--- src/rtl/jpeg_seq_pkg.sv ---
// jpeg_seq_pkg: shared state encoding, parameter defaults and block geometry for the JPEG block sequencer
package jpeg_seq_pkg;
  localparam int DCT_LAT_DEF = 4;
  localparam int QUANT_LAT_DEF = 2;
  localparam int HUFF_TIMEOUT_DEF = 1023;
  localparam int NUM_ROWS = 8;
  typedef enum logic [3:0] {
    S_IDLE, S_LOAD, S_DCT, S_DLATCH, S_QROW, S_ZZ, S_HSTART, S_HWAIT, S_DONE
  } state_t;
endpackage

--- src/rtl/jpeg_seq_timer.sv ---
// jpeg_seq_timer: loadable 10-bit down-counter that saturates at zero
// Ports: clock/reset (async active-high), i_load/i_value load the count,
// o_count is the current count, o_zero flags a count of zero.
module jpeg_seq_timer (
  input  logic       clock,
  input  logic       reset,
  input  logic       i_load,
  input  logic [9:0] i_value,
  output logic [9:0] o_count,
  output logic       o_zero
);
  logic [9:0] r_count;
  always_ff @(posedge clock or posedge reset)
    if (reset) r_count <= '0;
    else if (i_load) r_count <= i_value;
    else if (r_count != '0) r_count <= r_count - 10'd1;
  assign o_count = r_count;
  assign o_zero = r_count == '0;
endmodule

--- src/rtl/jpeg_block_sequencer.sv ---
// jpeg_block_sequencer: steps one 8x8 block through load, DCT, quantize/zigzag and Huffman phases
// Ports: clock/reset (async active-high); blk_valid/blk_ready/blk_lum block handshake;
// abort returns to IDLE; huff_end ends HWAIT; datapath enables, matrix_row and
// is_luminance drive the pipeline; busy/blk_done/huff_err/blk_count report status.
module jpeg_block_sequencer
  import jpeg_seq_pkg::*;
#(
  parameter int DCT_LAT = DCT_LAT_DEF,
  parameter int QUANT_LAT = QUANT_LAT_DEF,
  parameter int HUFF_TIMEOUT = HUFF_TIMEOUT_DEF
) (
  input  logic        clock,
  input  logic        reset,
  input  logic        blk_valid,
  output logic        blk_ready,
  input  logic        blk_lum,
  input  logic        abort,
  input  logic        huff_end,
  output logic        input_enable,
  output logic        dct_enable,
  output logic        dct_end_enable,
  output logic        zigzag_input_enable,
  output logic        zigag_enable,
  output logic        Huffman_start,
  output logic [7:0]  matrix_row,
  output logic        is_luminance,
  output logic        busy,
  output logic        blk_done,
  output logic        huff_err,
  output logic [15:0] blk_count
);
  state_t r_state, w_next;
  logic [2:0] r_row, w_row;
  logic w_load, w_zero, w_zero_next, w_timeout, w_accept;
  logic [9:0] w_load_val, w_count;

  jpeg_seq_timer u_timer (
    .clock   (clock),
    .reset   (reset),
    .i_load  (w_load),
    .i_value (w_load_val),
    .o_count (w_count),
    .o_zero  (w_zero)
  );

  always_comb begin
    w_next = r_state;
    w_row = r_row;
    w_load = 1'b0;
    w_load_val = '0;
    w_timeout = 1'b0;
    case (r_state)
      S_IDLE:   w_next = blk_valid ? S_LOAD : S_IDLE;
      S_LOAD: begin
        w_next = S_DCT;
        w_load = 1'b1;
        w_load_val = 10'(DCT_LAT - 1);
      end
      S_DCT:    w_next = w_zero ? S_DLATCH : S_DCT;
      S_DLATCH: begin
        w_next = S_QROW;
        w_row = '0;
        w_load = 1'b1;
        w_load_val = 10'(QUANT_LAT - 1);
      end
      S_QROW:
        if (w_zero) begin
          if (r_row == 3'(NUM_ROWS - 1)) begin
            w_next = S_ZZ;
            w_row = '0;
          end else begin
            w_row = r_row + 3'd1;
            w_load = 1'b1;
            w_load_val = 10'(QUANT_LAT - 1);
          end
        end
      S_ZZ:     w_next = S_HSTART;
      S_HSTART: begin
        w_next = S_HWAIT;
        w_load = 1'b1;
        w_load_val = 10'(HUFF_TIMEOUT);
      end
      S_HWAIT:
        if (huff_end) w_next = S_DONE;
        else if (w_zero) begin
          w_next = S_DONE;
          w_timeout = 1'b1;
        end
      S_DONE:   w_next = S_IDLE;
      default:  w_next = S_IDLE;
    endcase
    if (abort) begin
      w_next = S_IDLE;
      w_row = '0;
      w_load = 1'b1;
      w_load_val = '0;
      w_timeout = 1'b0;
    end
  end

  assign w_accept = r_state == S_IDLE && w_next == S_LOAD;
  // outputs are registered from the next state, so the timer value seen in that
  // state must be predicted to flag the last cycle of each quantize row
  assign w_zero_next = w_load ? (w_load_val == '0) : (w_count <= 10'd1);

  always_ff @(posedge clock or posedge reset)
    if (reset) begin
      r_state <= S_IDLE;
      r_row <= '0;
      blk_ready <= 1'b1;
      busy <= 1'b0;
      input_enable <= 1'b0;
      dct_enable <= 1'b0;
      dct_end_enable <= 1'b0;
      zigzag_input_enable <= 1'b0;
      zigag_enable <= 1'b0;
      Huffman_start <= 1'b0;
      blk_done <= 1'b0;
      matrix_row <= '0;
      is_luminance <= 1'b0;
      huff_err <= 1'b0;
      blk_count <= '0;
    end else begin
      r_state <= w_next;
      r_row <= w_row;
      blk_ready <= w_next == S_IDLE;
      busy <= w_next != S_IDLE;
      input_enable <= w_next == S_LOAD;
      dct_enable <= w_next == S_DCT;
      dct_end_enable <= w_next == S_DLATCH;
      zigzag_input_enable <= w_next == S_QROW && w_zero_next;
      zigag_enable <= w_next == S_ZZ;
      Huffman_start <= w_next == S_HSTART;
      blk_done <= w_next == S_DONE;
      matrix_row <= w_next == S_QROW ? 8'(w_row) : 8'd0;
      is_luminance <= w_accept ? blk_lum : is_luminance;
      huff_err <= w_accept ? 1'b0 : (huff_err | w_timeout);
      blk_count <= w_next == S_DONE ? blk_count + 16'd1 : blk_count;
    end
endmodule

--- config.mk ---
export PLATFORM = sky130hd
export DESIGN_NAME = jpeg_block_sequencer
export DESIGN_NICKNAME = d
export VERILOG_FILES = /design/src/rtl/jpeg_seq_pkg.sv /design/src/rtl/jpeg_seq_timer.sv /design/src/rtl/jpeg_block_sequencer.sv
export SDC_FILE = /design/constraint.sdc
export NUM_CORES = 1
export LEC_CHECK = 0
export ABC_AREA = 1
export ABC_CLOCK_PERIOD_IN_PS = 1750
export CAP_MARGIN = 10
export CELL_PAD_IN_SITES_DETAIL_PLACEMENT = 0
export CELL_PAD_IN_SITES_GLOBAL_PLACEMENT = 1
export CORE_MARGIN = 4
export CORE_UTILIZATION = 35
export DETAILED_ROUTE_END_ITERATION = 8
export HOLD_SLACK_MARGIN = 0.05
export PLACE_DENSITY = 0.7
export SLEW_MARGIN = 10
export SYNTH_ARGS = -nofsm -noshare
export SYNTH_HDL_FRONTEND = slang
export SYNTH_SLANG_ARGS = --single-unit
--- constraint.sdc ---
create_clock -name clock -period 1.75 [get_ports clock]
set_clock_uncertainty 0.15 [all_clocks]
set_input_delay 0.35 -clock clock [delete_from_list [all_inputs] [get_ports clock]]
set_output_delay 0.35 -clock clock [all_outputs]
set_load 0.02 [all_outputs]
==> results.cfg <==
[timing]
slew_viol_final = 0
rsz0062_at_grt = true
post-route-min-period_ns = 1.76
setup_viol = 4
hold_viol = 0
post-route-period-util = 1.01
fmax_ghz = 0.567
worst_slack_ns = -0.0149

[drt]
via_count = 2113
finalWirelength_um = 5740
viasPerCell = 4.39
drt-initial-drc-count = 48
ant_nets = 0
wire_per_inst_um = 11.9
drcViolationCount = 0
drt_pass1_iterations = 4

[placement]
hpwl_um = 4310
dpl.cell_count = 465
place.gp.congestion = 0.827
io_buffers = 35

[critical_path]
critPathMaxStageDelay_ns = 0.41
rrSetupSlack_ns = -0.01
crit_family = simple AND/OR/NAND/NOR gates
cp-start-kind = flip-flop
r2r-start = u_timer.o_count[2]$_DFFE_PP0P_
critPathKind = flip-flop to flip-flop
crit_arrival_ns = 1.85
critPathSlowestCell = dfrtp_1
rr_worst_depth = 9
cpMostUsedCell = nor2_4
critical_path_buf_inv_count = 2
critPathRequiredTime_ns = 1.84
crit_path_end_kind = flip-flop
critical_path.reg2reg.endpoint = blk_count[5]$_DFFE_PP0P_
cp_max_fo = 7
path_cells = nor2_4, nand3_4, nor2_8, inv_4, a21oi_4, nand2_4, buf_12, nor2_4, xor2_2

[clock_network]
cts_hold_buf = 0
tritoncts = yes
cts_buffers = 5
insertion_delay_ns = 0.30
clk_pin_slew_ns = 0.09
cts_max_path_buffers = 2
htreeDepth = 2
cts_root_buf = clkbuf_8
clock_sinks = 47

[status]
status = complete, but fails checks
violations = setup timing

[floorplan]
core_area_um2 = 6870
start_util = 0.365
rows = 30
die_h_um = 92.7
die_x_um = 92.7
io_pins = 41
die_area_um2 = 8590

[layout]
nFillCells = 655
drive_gt1_frac = 0.319
antenna_cells = 0
final_cell_mix = nand2_1 (54), buf_4 (53), dfrtp_1 (46), inv_1 (33), dlygate4sd2_1 (22)
nets = 396
final_common_cell = nand2_1
fin_cells = 481
syn2layout_area_growth_pct = 47.3

[yosys]
synth_top_family_by_area = simple AND/OR/NAND/NOR gates
async_flop_share = 1.00
postSynthAreaPerCell_um2 = 8.75
synthXorXnorAreaFrac = 0.0887
synth_seq_area_share = 0.469
synthMuxAreaShare = 0
ys_ff_latch = 47
synth_top_area_frac = 0.459
yosysWarnings = 0
synth_top_area_cell = dfrtp_1
ys.flop_type = dfrtp_1
synth_edf_count = 0
synth-simple-area-share = 0.269
yosys.cell_types.count = 35
syn_inst = 287
synthAdderAreaFrac = 0.0299
synth_compound_area_frac = 0.0583
synthTopCellsByArea = dfrtp_1 (46%), nand2_1 (9.1%), inv_1 (5.5%), xor2_1 (4.9%), nor2_1 (4.6%)
syn_area_um2 = 2510

[global_route]
grt_pass1_vias = 2163
grt_max_degree = 23
grt_pass1_wl_um = 9940
grt.overflow.total = 0
track_usage = 0.143
antenna_found_initial = 0

[flow_run]
maxCapViolCount = 0

[power]
power.total_uw = 3750
power.density_nw_per_um2 = 1020
peakVddDrop_v = 0.000408
leakagePower_uw = 0.00204

[min_path]
worstHoldPathType = input port to async pin
## layer usage
metal | routed length [um] | track usage | share of wire | vias to the layer above
met5 | 0 | 0 | 0 | -
met4 | 58 | 0.0330 | 0.010 | 0
met3 | 181 | 0.0357 | 0.032 | 6
met2 | 2850 | 0.239 | 0.50 | 33
met1 | 2650 | 0.188 | 0.46 | 982
li1 | - | - | - | 1092
## worst max-delay path by stage
stage / start / to / slack (ns) / cells past startpoint
2_1_floorplan: u_timer.o_count[1]$_DFFE_PP0P_ / blk_count[4]$_DFFE_PP0P_ / 0.02 / 10
3_3_place_gp: abort / zigzag_input_enable$_DFF_PP0_ / -0.11 / 7
3_5_place_dp: abort / zigzag_input_enable$_DFF_PP0_ / -0.12 / 7
4_1_cts: u_timer.o_count[0]$_DFFE_PP0P_ / blk_count[2]$_DFFE_PP0P_ / -0.04 / 10
5_1_grt: u_timer.o_count[6]$_DFFE_PP0P_ / blk_count[1]$_DFFE_PP0P_ / -0.14 / 10
6_report: u_timer.o_count[2]$_DFFE_PP0P_ / blk_count[5]$_DFFE_PP0P_ / -0.01 / 9
## where the power goes
part           switching (uW)  leakage, uW  total (uW)  internal (uW)
sequential                106     0.000600        1330           1220
combinational             829      0.00138        1620            788
clock                     387    0.0000581         813            426
total                    1320      0.00204        3750           2430
## cells by family (layout without fill, tap and decap cells)
| kind of cell | count (synthesis) | after routing |
|---|---|---|
| simple gates | 138 | 138 |
| buf+inv | 48 | 142 |
| flops | 47 | 47 |
| compound gates | 25 | 25 |
| xor+xnor | 22 | 22 |
| fa+ha+maj | 6 | 6 |
| other cells | 1 | 5 |
## area by class of cell
class	count	area, um2	share of cell area
Clock buffer	5	68.8	0.0186
Clock inverter	3	43.8	0.0118
Inverter	41	156	0.0423
Multi-Input combinational cell	196	1310	0.355
Sequential cell	47	1180	0.319
Tap cell	96	120	0.0325
Timing Repair Buffer	93	818	0.221
## registers in the layout, summed over array words and instances (netlist names), 3 cells and up
signal and count:
blk_count 16, u_timer.o_count 10, r_row 3, matrix_row 3, r_state 4
## repair_timing
action / 4_1_cts / 5_1_grt
pin swaps: 3 / 8
resized for setup: 48 / 30
buffers inserted: 7 / 2
setup endpoints to repair: 57 / 50
## through the flow
| step | area, um2 | utilization | setup TNS (ns) | setup slack, ns | hold WS [ns] |
|---|---|---|---|---|---|
| 2_1_floorplan | 2530 | - | 0 | 0.0202 | 0.355 |
| 3_3_place_gp | 3350 | 0.487 | -1.96 | -0.106 | 0.329 |
| 3_5_place_dp | 3350 | 0.487 | -2.42 | -0.117 | 0.327 |
| 4_1_cts | 3570 | 0.520 | -0.139 | -0.0373 | 0.176 |
| 5_1_grt | 3700 | 0.538 | -2.32 | -0.138 | 0.184 |
| 6_report | 3700 | 0.538 | -0.0435 | -0.0149 | 0.168 |
## synthesized netlist by cell type, types with 2 or more instances
library cell,instances
nand2_1,61
dfrtp_1,46
inv_1,37
nor2_1,31
nand3_1,18
xor2_1,14
a21oi_1,11
nand4_1,9
nor2_4,8
o21ai_0,8
ha_1,6
buf_4,5
nor3_1,4
xnor2_1,4
xor2_2,4
inv_2,2
No activity file was read; power rests on OpenSTA's default activity.
